**src/rtl/spectral_pkg.sv**
```systemverilog
// Shared constants and the saturating gain helper for the spectral mask datapath.
package spectral_pkg;

  // Widest bin index supported (FFT_POINT up to 65536).
  localparam int BIN_W_MAX = 16;

  // Arithmetic left shift by sh, clamped to the signed range of a dw-bit word.
  function automatic logic signed [31:0] sat_shl(input logic signed [31:0] x,
                                                 input logic [1:0]         sh,
                                                 input int unsigned        dw);
    logic signed [35:0] y;
    logic signed [35:0] hi;
    logic signed [35:0] lo;
    y  = 36'(x);
    y  = y <<< sh;
    hi = (36'sd1 <<< (dw - 1)) - 36'sd1;
    lo = -(36'sd1 <<< (dw - 1));
    if (y > hi)      y = hi;
    else if (y < lo) y = lo;
    return 32'(y);
  endfunction

endpackage

```
**src/rtl/bin_mask_cmp.sv**
```systemverilog
// Combinational pass/mask decision for one bin against the frame's band bounds.
module bin_mask_cmp
  import spectral_pkg::*;
#(
  parameter int FFT_POINT = 8192,
  parameter int MIRROR    = 1,
  parameter int BW        = $clog2(FFT_POINT)
) (
  input  logic [BW-1:0] bin,
  input  logic [BW-1:0] lo,
  input  logic [BW-1:0] hi,
  output logic          pass
);

  localparam int EW = BIN_W_MAX + 1;

  logic [EW-1:0] b, l, h, mlo, mhi;
  logic          in_main, in_mirror;

  // Mirror bounds need one extra bit: lo=0 maps to FFT_POINT, which no bin reaches.
  always_comb begin
    b         = EW'(bin);
    l         = EW'(lo);
    h         = EW'(hi);
    mlo       = EW'(FFT_POINT) - h;
    mhi       = EW'(FFT_POINT) - l;
    in_main   = (b >= l) && (b <= h);
    in_mirror = (MIRROR != 0) && (b >= mlo) && (b <= mhi);
    pass      = (l <= h) && (in_main || in_mirror);
  end

endmodule

```
**src/rtl/spectral_mask.sv**
```systemverilog
// Per-frame band-pass mask with saturating gain between forward FFT and IFFT streams.
module spectral_mask
  import spectral_pkg::*;
#(
  parameter int FFT_POINT = 8192,
  parameter int DW        = 16,
  parameter int MIRROR    = 1
) (
  input  logic                         clk,
  input  logic                         rst,
  input  logic [$clog2(FFT_POINT)-1:0] cfg_lo_bin,
  input  logic [$clog2(FFT_POINT)-1:0] cfg_hi_bin,
  input  logic [1:0]                   cfg_shift,
  input  logic [2*DW-1:0]              s_tdata,
  input  logic                         s_tvalid,
  input  logic                         s_tlast,
  output logic                         s_tready,
  output logic [2*DW-1:0]              m_tdata,
  output logic                         m_tvalid,
  output logic                         m_tlast,
  input  logic                         m_tready,
  output logic [15:0]                  frame_cnt,
  output logic                         err_last_early,
  output logic                         err_last_missing
);

  localparam int BW = $clog2(FFT_POINT);
  localparam logic [BW-1:0] LAST_BIN = BW'(FFT_POINT - 1);

  logic [BW-1:0]   bin_q, bin_d;
  logic [BW-1:0]   lo_q, lo_d, hi_q, hi_d;
  logic [1:0]      sh_q, sh_d;
  logic [2*DW-1:0] data_q, data_d;
  logic            vld_q, vld_d, last_q, last_d;
  logic [15:0]     fcnt_q, fcnt_d;
  logic            early_q, early_d, miss_q, miss_d;

  logic            in_hs, at_first, at_last, pass;
  logic [BW-1:0]   eff_lo, eff_hi;
  logic [1:0]      eff_sh;
  logic [DW-1:0]   re_out, im_out;

  assign s_tready = !vld_q || m_tready;
  assign in_hs    = s_tvalid && s_tready;
  assign at_first = (bin_q == '0);
  assign at_last  = (bin_q == LAST_BIN);

  // Bin 0 uses the live config (it is being captured now); later bins use the shadow.
  assign eff_lo = at_first ? cfg_lo_bin : lo_q;
  assign eff_hi = at_first ? cfg_hi_bin : hi_q;
  assign eff_sh = at_first ? cfg_shift  : sh_q;

  bin_mask_cmp #(.FFT_POINT(FFT_POINT), .MIRROR(MIRROR), .BW(BW)) u_cmp (
    .bin  (bin_q),
    .lo   (eff_lo),
    .hi   (eff_hi),
    .pass (pass)
  );

  always_comb begin
    re_out = DW'(sat_shl(32'(signed'(s_tdata[DW-1:0])), eff_sh, DW));
    im_out = DW'(sat_shl(32'(signed'(s_tdata[2*DW-1:DW])), eff_sh, DW));
  end

  always_comb begin
    bin_d   = bin_q;
    lo_d    = lo_q;
    hi_d    = hi_q;
    sh_d    = sh_q;
    data_d  = data_q;
    vld_d   = vld_q;
    last_d  = last_q;
    fcnt_d  = fcnt_q;
    early_d = 1'b0;
    miss_d  = 1'b0;

    if (vld_q && m_tready && last_q) fcnt_d = fcnt_q + 16'd1;
    if (s_tready) vld_d = s_tvalid;

    if (in_hs) begin
      if (at_first) begin
        lo_d = cfg_lo_bin;
        hi_d = cfg_hi_bin;
        sh_d = cfg_shift;
      end
      data_d  = pass ? {im_out, re_out} : '0;
      // Early s_tlast closes the frame here so the IFFT sees a bounded frame.
      last_d  = at_last || s_tlast;
      early_d = s_tlast && !at_last;
      miss_d  = at_last && !s_tlast;
      bin_d   = (at_last || s_tlast) ? '0 : bin_q + BW'(1);
    end
  end

  always_ff @(posedge clk) begin
    if (rst) begin
      bin_q   <= '0;
      lo_q    <= '0;
      hi_q    <= '0;
      sh_q    <= '0;
      data_q  <= '0;
      vld_q   <= 1'b0;
      last_q  <= 1'b0;
      fcnt_q  <= '0;
      early_q <= 1'b0;
      miss_q  <= 1'b0;
    end else begin
      bin_q   <= bin_d;
      lo_q    <= lo_d;
      hi_q    <= hi_d;
      sh_q    <= sh_d;
      data_q  <= data_d;
      vld_q   <= vld_d;
      last_q  <= last_d;
      fcnt_q  <= fcnt_d;
      early_q <= early_d;
      miss_q  <= miss_d;
    end
  end

  assign m_tdata          = data_q;
  assign m_tvalid         = vld_q;
  assign m_tlast          = last_q;
  assign frame_cnt        = fcnt_q;
  assign err_last_early   = early_q;
  assign err_last_missing = miss_q;

endmodule
```
**config.mk**
```make
export PLATFORM = sky130hd
export DESIGN_NAME = spectral_mask
export DESIGN_NICKNAME = d
export VERILOG_FILES = /design/src/rtl/spectral_pkg.sv /design/src/rtl/bin_mask_cmp.sv /design/src/rtl/spectral_mask.sv
export SDC_FILE = /design/constraint.sdc
export NUM_CORES = 1
export LEC_CHECK = 0
export BUFFER_PORTS_ARGS = -buffer_cell sky130_fd_sc_hd__buf_2
export CORE_MARGIN = 2
export CORE_UTILIZATION = 50
export CTS_CLUSTER_DIAMETER = 80
export DETAILED_ROUTE_END_ITERATION = 8
export GPL_ROUTABILITY_DRIVEN = 0
export PLACE_DENSITY = 0.75
export SLEW_MARGIN = 20
export SYNTH_ARGS = -nofsm -noshare
export SYNTH_HDL_FRONTEND = slang
export SYNTH_SLANG_ARGS = --single-unit
```
**constraint.sdc**
```tcl
create_clock -name clk -period 4.1 [get_ports clk]
set_input_delay 1.23 -clock clk [delete_from_list [all_inputs] [get_ports clk]]
set_output_delay 1.23 -clock clk [all_outputs]
set_load 0.005 [all_outputs]
```
==> impl_metrics.yaml, run 1 <==
sta:
  min_period_over_period: 0.999
  slew_headroom: 0.422
  setup_tns_ns: 0
  min_period_ns: 4.09
  finalClockSkew_ns: 0.00778
  setup_ws_ns: 0.00574
  rsz0062_at_grt: "true"
  worst_pin_slew_ns: 0.865
  fmax_mhz: 244
  finalHoldViolCount: 0
  maxSlewViolCount: 0
  hold-worst-slack_ns: 0.450
  setup_viol: 0
clock_tree:
  htree_num_levels: 3
  clk_pin_slew_worst_paths_ns: 0.07
  cts_tree: "done"
  postCtsHoldBufs: 0
  insertion_delay_ns: 0.36
  clkSinkCount: 93
  cts-root-buf: "clkbuf_16"
  cts_buffers: 9
  cts_max_path_buffers: 2
routing:
  viasPerCell: 5.97
  drt-initial-drc-count: 603
  drtPass1Iterations: 6
  route.vias.total: 7217
  wl_per_cell_um: 17.2
  routed_wl_mm: 20.8
  drc_errors: 0
  antenna_left: 0
floorplan:
  core-area_sq_um: 13800
  dieArea_sq_um: 15000
  std_cell_rows: 43
  die_w_um: 122
  ios: 118
  die_h_um: 122
  initial_utilization: 0.509
logic_synthesis:
  yosysTopAreaCellShare: 0.265
  async_reset_ff_frac: 0
  synth_edf_count: 0
  synth.most_common_cell: "nand2_1"
  yosysUniqueCellTypes: 64
  synth_commonest_cells: "141 x nand2_1, 93 x dfxtp_1, 63 x ha_1"
  postSynthAreaPerCell_sq_um: 8.22
  synth_seq_cells: 93
  synthTopCellsByArea: "dfxtp_1 27%, ha_1 11%, mux2i_1 8.4%, nand2_1 7.5%, o31ai_2 4.8%"
  synthFlopType: "dfxtp_1"
  syn_area_sq_um: 7010
  synth.largest_area_cell: "dfxtp_1"
  synth_seq_area_share: 0.265
  syn_inst: 853
  synth_nets: 981
  synth_warnings: 0
worst_setup_path:
  worst_r2r_startpoint: "bin_q[0]"
  r2r.worst_path.cells: 17
  worst_setup_path_start_kind: "input pin"
  critPathKind: "in -> reg"
  r2r_setup_slack_ns: 0.08
  timing.rr.end: "m_tdata[6]"
  crit_arrival_ns: 4.33
  cpMaxStageDelayCell: "or4_4"
  max_stage_delay_ns: 0.54
  worstPathRequired_ns: 4.34
  crit_path_max_fanout: 8
  crit_chain: "buf_6, or4_4, nand2b_4, nor3_2, nor2_1, nor2b_1, xnor2_1, ha_1, o21a_1, o211ai_1, buf_4, nor2_2, o21ai_2, a22oi_2, a32oi_4, clkbuf_16, o31ai_4"
  endpoint_kind: "flip-flop"
status:
  status: "completed"
global_route:
  grt_pass1_vias: 6634
  grt_pass1_wl_mm: 31.5
  track_usage: 0.263
  globalRouteOverflowTotal: 0
  antenna_found_initial: 0
  grt_max_degree: 39
power:
  peakVddDrop_mv: 0.228
  power_density_nw_per_um2: 302
  power_leakage_uw: 0.00406
  p_total_uw: 2670
run:
  drv_cap: 0
final_layout:
  area_delta_synth_final_pct: 26.3
  nets: 1152
  drive_gt1_frac: 0.279
  post-route-util: 0.643
  n_antenna_cell: 0
place:
  portBuffers: 117
  place_ws_ns: -0.222
  dp_hpwl_mm: 15.0
hold_path:
  hold_path.class: "reg -> reg"
  hold_path_end: "hi_q[10]"
  whs_path_depth: 2
  hp-start: "hi_q[10]"
[registers in the layout, summed over array words and instances (netlist names)]
name	flops
hi_q	13
sh_q	2
bin_q	13
lo_q	13
m_tvalid	1
err_last_missing	1
err_last_early	1
m_tdata	32
m_tlast	1
frame_cnt	16
[cells in the final DEF, fill, tap and decap left out, drive strengths merged, types with 13 or more instances in the layout]
cell type	n
nand4	17
buf	201
clkbuf	13
a31oi	19
nand2	141
xor2	17
nand3	17
a211oi	19
o31ai	33
mux2i	59
nor2	60
dfxtp	93
nor3	20
xnor2	24
inv	23
ha	63
o21ai	31
a21oi	59
[where the power goes]
part	switching [uW]	total (uW)	internal (uW)
logic	490	846	356
clock network	386	878	491
registers	22.3	950	928
[how the worst max path moves through the flow]
stage	from	end	slack (ns)	cells after the start
global route	cfg_hi_bin[0]	m_tdata[6]	-0.15	16
CTS	bin_q[0]	m_tdata[13]	0.06	18
global placement	cfg_hi_bin[3]	m_tdata[0]	-0.20	16
detailed placement	cfg_hi_bin[3]	m_tdata[13]	-0.22	15
floorplan	cfg_hi_bin[3]	m_tdata[10]	0.02	15
finish	cfg_hi_bin[0]	m_tdata[6]	0.006	17
[cell families after synthesis]
group           after synthesis  synth area share
compound gates              203             0.209
xor+xnor                     41            0.0512
fa+ha+maj                    65             0.115
buf+inv                      66            0.0455
flops                        93             0.265
mux                          65            0.0938
simple gates                320             0.220
[worst max-delay path: cells and delay by family]
| kind | cells | cell delay (ns) |
|---|---|---|
| fa+ha+maj | 1 | 0.30 |
| compound gates | 6 | 1.00 |
| simple gates | 6 | 1.19 |
| xor+xnor | 1 | 0.09 |
| buf+inv | 3 | 0.51 |
[layer usage]
| metal | vias to the layer above | GRT usage | wire length [um] |
|---|---|---|---|
| met5 | - | 0 | 0 |
| met4 | 0 | 0.0891 | 489 |
| met3 | 47 | 0.0414 | 1460 |
| met2 | 291 | 0.443 | 9920 |
| met1 | 3405 | 0.342 | 8940 |
| li1 | 3474 | - | - |
[per-stage QoR]
stage          cells  area [sq um]
6_report        1208          8860
5_1_grt         1208          8860
4_1_cts         1196          8510
3_3_place_gp    1181          8210
3_5_place_dp    1181          8210
2_1_floorplan    853          7020
[cell type report]
type	count	area, sq um
Multi-Input combinational cell	695	5070
Tap cell	180	225
Timing Repair Buffer	203	1320
Sequential cell	93	1860
Clock buffer	11	243
Fill cell	1170	4910
Inverter	22	82.6
Clock inverter	4	56.3
[timing repair]
action                     CTS  global route
setup buffers                0             8
setup endpoints to repair    0            32
gates resized for setup      0            39
Note: power is estimated with default switching activity, not from simulation.
==> run 2: changes to the inputs <==
--- a/config.mk
+++ b/config.mk
@@ -6,12 +6,12 @@
 export NUM_CORES = 1
 export LEC_CHECK = 0
 export BUFFER_PORTS_ARGS = -buffer_cell sky130_fd_sc_hd__buf_2
-export CORE_MARGIN = 2
+export CORE_MARGIN = 4
 export CORE_UTILIZATION = 50
 export CTS_CLUSTER_DIAMETER = 80
 export DETAILED_ROUTE_END_ITERATION = 8
 export GPL_ROUTABILITY_DRIVEN = 0
-export PLACE_DENSITY = 0.75
+export PLACE_DENSITY = 0.87
 export SLEW_MARGIN = 20
 export SYNTH_ARGS = -nofsm -noshare
 export SYNTH_HDL_FRONTEND = slang
==> run 2 against run 1 <==
  * The run now ends with negative setup slack left
  * Critical endpoint is now m_tdata[7]
  * Wire length grew 3.8%
  * Utilization decreased by 1.3 points
  * Total power is 0.16% lower
  * Final cell count is 0.41% lower
  * Sequential share of layout area is 0.38 points higher
  * Hold slack is essentially flat
  * Sequential cell count stayed put
==> impl_metrics.yaml, run 2 (synthesized netlist as in run 1, its figures left out) <==
worst_setup_path:
  critical_path.most_common_cell: "buf_12"
  worst_setup_path_start_kind: "input pin"
  cp_top_family: "simple AND/OR/NAND/NOR gates"
  critPathKind: "in -> reg"
  crit_path_max_fanout: 16
  endpoint_kind: "flip-flop"
  crit_arrival_ns: 4.42
  crit_chain: "buf_2, or4_4, nand4bb_1, mux2i_1, and2_1, nand2_1, xor2_1, ha_1, o211ai_1, nor2_1, o21ai_0, a22oi_2, a32oi_4, buf_12, buf_12, o31ai_2"
  worstPathRequired_ns: 4.37
  max_stage_delay_ns: 0.53
  path_buf_inv: 3
  cpMaxStageDelayCell: "or4_4"
final_layout:
  largest_reg_flops: 32
  final_common_cell: "nand2_1"
  fillerInstances: 1139
  final_cell_mix: "141 x nand2_1, 117 x buf_2, 92 x dfxtp_1"
  area_delta_synth_final_pct: 24.2
  drive_gt1_frac: 0.278
  n_antenna_cell: 0
  nets: 1146
  final_area_sq_um: 8710
  post-route-util: 0.630
  stdcell_count: 1203
global_route:
  grt_pass1_wl_mm: 33.5
  track_usage: 0.252
  antenna_found_initial: 0
  globalRouteOverflowTotal: 0
  grt_pass1_vias: 7140
  grt_max_degree: 40
sta:
  slew_headroom: 0.375
  fmax_mhz: 241
  min_period_ns: 4.15
  worst_pin_slew_ns: 0.938
  maxSlewViolCount: 0
  finalClockSkew_ns: 0.00860
  setup_ws_ns: -0.0504
  finalHoldViolCount: 0
  setup_viol: 12
  min_period_over_period: 1.01
routing:
  drc_errors: 0
  antenna_left: 0
  viasPerCell: 6.15
  route.vias.total: 7394
  routed_wl_mm: 21.6
  wl_per_cell_um: 18.0
  drt-initial-drc-count: 639
  drtPass1Iterations: 6
power:
  power_density_nw_per_um2: 307
  internal_power_uw: 1770
  peakVddDrop_mv: 0.236
  p_switching_uw: 904
  switching_share: 0.339
  power_frac_clock: 0.326
  seqPwrFrac: 0.357
  p_comb_frac: 0.317
  power_leakage_uw: 0.00397
hold_path:
  hold_path.class: "reg -> reg"
clock_tree:
  cts_tree: "done"
  cts_buffers: 9
  htree_num_levels: 3
  clk_pin_slew_worst_paths_ns: 0.07
  postCtsHoldBufs: 0
  cts-root-buf: "clkbuf_16"
  insertion_delay_ns: 0.36
  cts_max_path_buffers: 2
  clkSinkCount: 93
floorplan:
  core-area_sq_um: 13800
  std_cell_rows: 43
  dieArea_sq_um: 16000
  ios: 118
  die_w_um: 126
  die_h_um: 126
  initial_utilization: 0.507
run:
  drv_cap: 0
status:
  violations: "negative setup slack"
  status: "finished with violations"
place:
  placed_area_sq_um: 8200
  placedCellCount: 1178
  dp_hpwl_mm: 15.5
  portBuffers: 117
  place_ws_ns: -0.244
==> run 2: layout make-up <==
type	count	area [sq um]	share of cell area
Tap cell	180	225	0.0259
Clock inverter	6	68.8	0.00790
Clock buffer	10	229	0.0263
Multi-Input combinational cell	695	4960	0.570
Timing Repair Buffer	197	1270	0.146
Sequential cell	93	1860	0.214
Inverter	22	82.6	0.00948
==> run 2: power groups by stage <==
stage	Clock, uW	Combinational, uW	Sequential, uW
detailed placement	0	788	971
finish	871	845	953
global route	911	927	956
global placement	0	760	970
floorplan	0	536	965
CTS	869	796	950
==> run 2: final timing paths <==
| path | start | end | slack (ns) | cells after the start |
|---|---|---|---|---|
| setup / recovery | cfg_hi_bin[3] | m_tdata[7] | -0.05 | 16 |
| hold / removal | hi_q[10] | hi_q[10] | 0.45 | 2 |
| setup reg to reg | bin_q[0] | m_tdata[7] | 0.09 | 19 |
| hold reg to reg | hi_q[10] | hi_q[10] | 0.45 | 2 |
==> run 2: what timing repair did <==
item | in CTS | in global routing
setup endpoints to repair | 32 | 32
setup buffers | 0 | 6
pin swaps | 0 | 5
gates resized for setup | 1 | 26
cloned | 0 | 3
==> run 2: tightest hold or removal path, stage by stage (launching register included) <==
cell     delay, ns
dfxtp_1       0.31
nand2_1       0.05
a21oi_1       0.05
==> run 2: metrics by stage <==
step	hold WS [ns]	setup TNS, ns	total power [uW]
global route	0.477	-3.04	2790
finish	0.450	-0.140	2670
floorplan	0.431	0	1500
CTS	0.454	0	2620
global placement	0.434	-6.06	1730
detailed placement	0.441	-7.28	1760
==> run 2: routing by layer <==
metal | GRT usage | wire length, um | vias to the layer above
li1 | - | - | 3448
met5 | 0 | 0 | -
met3 | 0.0493 | 1610 | 89
met1 | 0.306 | 8710 | 3497
met4 | 0.126 | 931 | 0
met2 | 0.427 | 10400 | 360
==> run 3: changes to the inputs <==
--- a/config.mk
+++ b/config.mk
@@ -11,7 +11,9 @@
 export CTS_CLUSTER_DIAMETER = 80
 export DETAILED_ROUTE_END_ITERATION = 8
 export GPL_ROUTABILITY_DRIVEN = 0
+export HOLD_SLACK_MARGIN = 0.02
 export PLACE_DENSITY = 0.87
+export SKIP_CTS_REPAIR_TIMING = 1
 export SLEW_MARGIN = 20
 export SYNTH_ARGS = -nofsm -noshare
 export SYNTH_HDL_FRONTEND = slang
==> run 3 against run 2 <==
  * The flow still finishes with violations (negative setup slack)
  * Register-to-register slack worse by 0.03 ns
  * Largest cell class unchanged
  * Critical path type unchanged
  * Maximum frequency up 1.2%
  * Utilization about the same
==> impl_metrics.yaml, run 3 (synthesized netlist as in run 1, its figures left out) <==
power:
  power_leakage_uw: 0.00398
  peakVddDrop_mv: 0.235
  power_density_nw_per_um2: 306
  p_total_uw: 2660
global_route:
  grt_max_degree: 40
  grt_pass1_vias: 7140
  antenna_found_initial: 0
  globalRouteOverflowTotal: 0
  grt_pass1_wl_mm: 33.5
  track_usage: 0.252
routing:
  antenna_left: 0
  wl_per_cell_um: 18.0
  drtPass1Iterations: 8
  viasPerCell: 6.13
  routed_wl_mm: 21.7
  drt-initial-drc-count: 586
  drc_errors: 0
  route.vias.total: 7386
place:
  portBuffers: 117
  dp_hpwl_mm: 15.5
  place_ws_ns: -0.244
worst_setup_path:
  endpoint_kind: "flip-flop"
  critPathKind: "in -> reg"
  crit_arrival_ns: 4.37
  r2r_setup_slack_ns: 0.06
  worstPathRequired_ns: 4.36
  crit_path_max_fanout: 16
  worst_r2r_startpoint: "bin_q[0]"
  worst_setup_path_start_kind: "input pin"
  cp-startpoint: "cfg_hi_bin[3]"
hold_path:
  hold_path.class: "reg -> reg"
  hp-start: "hi_q[10]"
clock_tree:
  clkSinkCount: 93
  cts_buffers: 9
  cts-root-buf: "clkbuf_16"
  cts_tree: "done"
  insertion_delay_ns: 0.36
  htree_num_levels: 3
  cts_max_path_buffers: 2
  clk_pin_slew_worst_paths_ns: 0.07
floorplan:
  std_cell_rows: 43
  ios: 118
  dieArea_sq_um: 16000
  die_h_um: 126
  die_w_um: 126
  core-area_sq_um: 13800
  initial_utilization: 0.507
final_layout:
  largest_reg_flops: 32
  final_common_cell: "nand2_1"
  area_delta_synth_final_pct: 24.2
  drive_gt1_frac: 0.277
  fillerInstances: 1130
  n_antenna_cell: 0
  final_cell_mix: "141 x nand2_1, 117 x buf_2, 92 x dfxtp_1"
  nets: 1147
sta:
  min_period_ns: 4.10
  finalClockSkew_ns: 0.00712
  worst_pin_slew_ns: 0.967
  fmax_mhz: 244
  setup_viol: 1
  setup_tns_ns: -0.000319
  finalHoldViolCount: 0
  setup_ws_ns: -0.000319
  slew_headroom: 0.355
  maxSlewViolCount: 0
  min_period_over_period: 1.00
run:
  drv_cap: 0
status:
  status: "finished with violations"
  violations: "negative setup slack"
-- run 3: power breakdown --
| group | switching [uW] | internal [uW] | total [uW] |
|---|---|---|---|
| Combinational | 487 | 360 | 847 |
| Clock | 383 | 479 | 862 |
| Sequential | 24.8 | 928 | 953 |
| Total | 896 | 1770 | 2660 |
-- run 3: metrics by stage --
step	hold slack, ns	cell area (sq um)	util	cells
6_report	0.452	8710	0.630	1204
5_1_grt	0.477	8710	0.630	1204
4_1_cts	0.454	8500	0.615	1194
3_5_place_dp	0.441	8200	0.593	1178
3_3_place_gp	0.434	8200	0.593	1178
2_1_floorplan	0.431	7020	-	853
-- run 3: cell type report --
type | count | area (sq um) | area share
Clock inverter | 6 | 68.8 | 0.00790
Tap cell | 180 | 225 | 0.0259
Inverter | 22 | 82.6 | 0.00948
Timing Repair Buffer | 198 | 1280 | 0.147
Sequential cell | 93 | 1860 | 0.214
Clock buffer | 10 | 229 | 0.0263
Multi-Input combinational cell | 695 | 4960 | 0.570
-- run 3: per-layer routing --
metal	track usage	routed length (um)	vias to the layer above
met3	0.0493	1560	96
met2	0.427	10400	364
met1	0.306	8800	3473
li1	-	-	3453
met4	0.126	937	0
met5	0	0	-
-- run 3: final timing paths --
path,endpoint,depth (start not counted)
max,m_tdata[7],16
min,hi_q[10],2
max reg2reg,m_tdata[7],19
min reg2reg,hi_q[10],2
-- run 3: critical path, stage by stage --
cell	delay (ns)
buf_2	0.10
or4_4	0.54
nand4bb_1	0.20
mux2i_1	0.27
and2_1	0.20
nand2_1	0.07
xor2_1	0.16
ha_1	0.33
o211ai_1	0.12
nor2_1	0.20
a211oi_2	0.06
a22oi_2	0.20
a32oi_4	0.09
buf_12	0.16
buf_12	0.15
o31ai_2	0.27
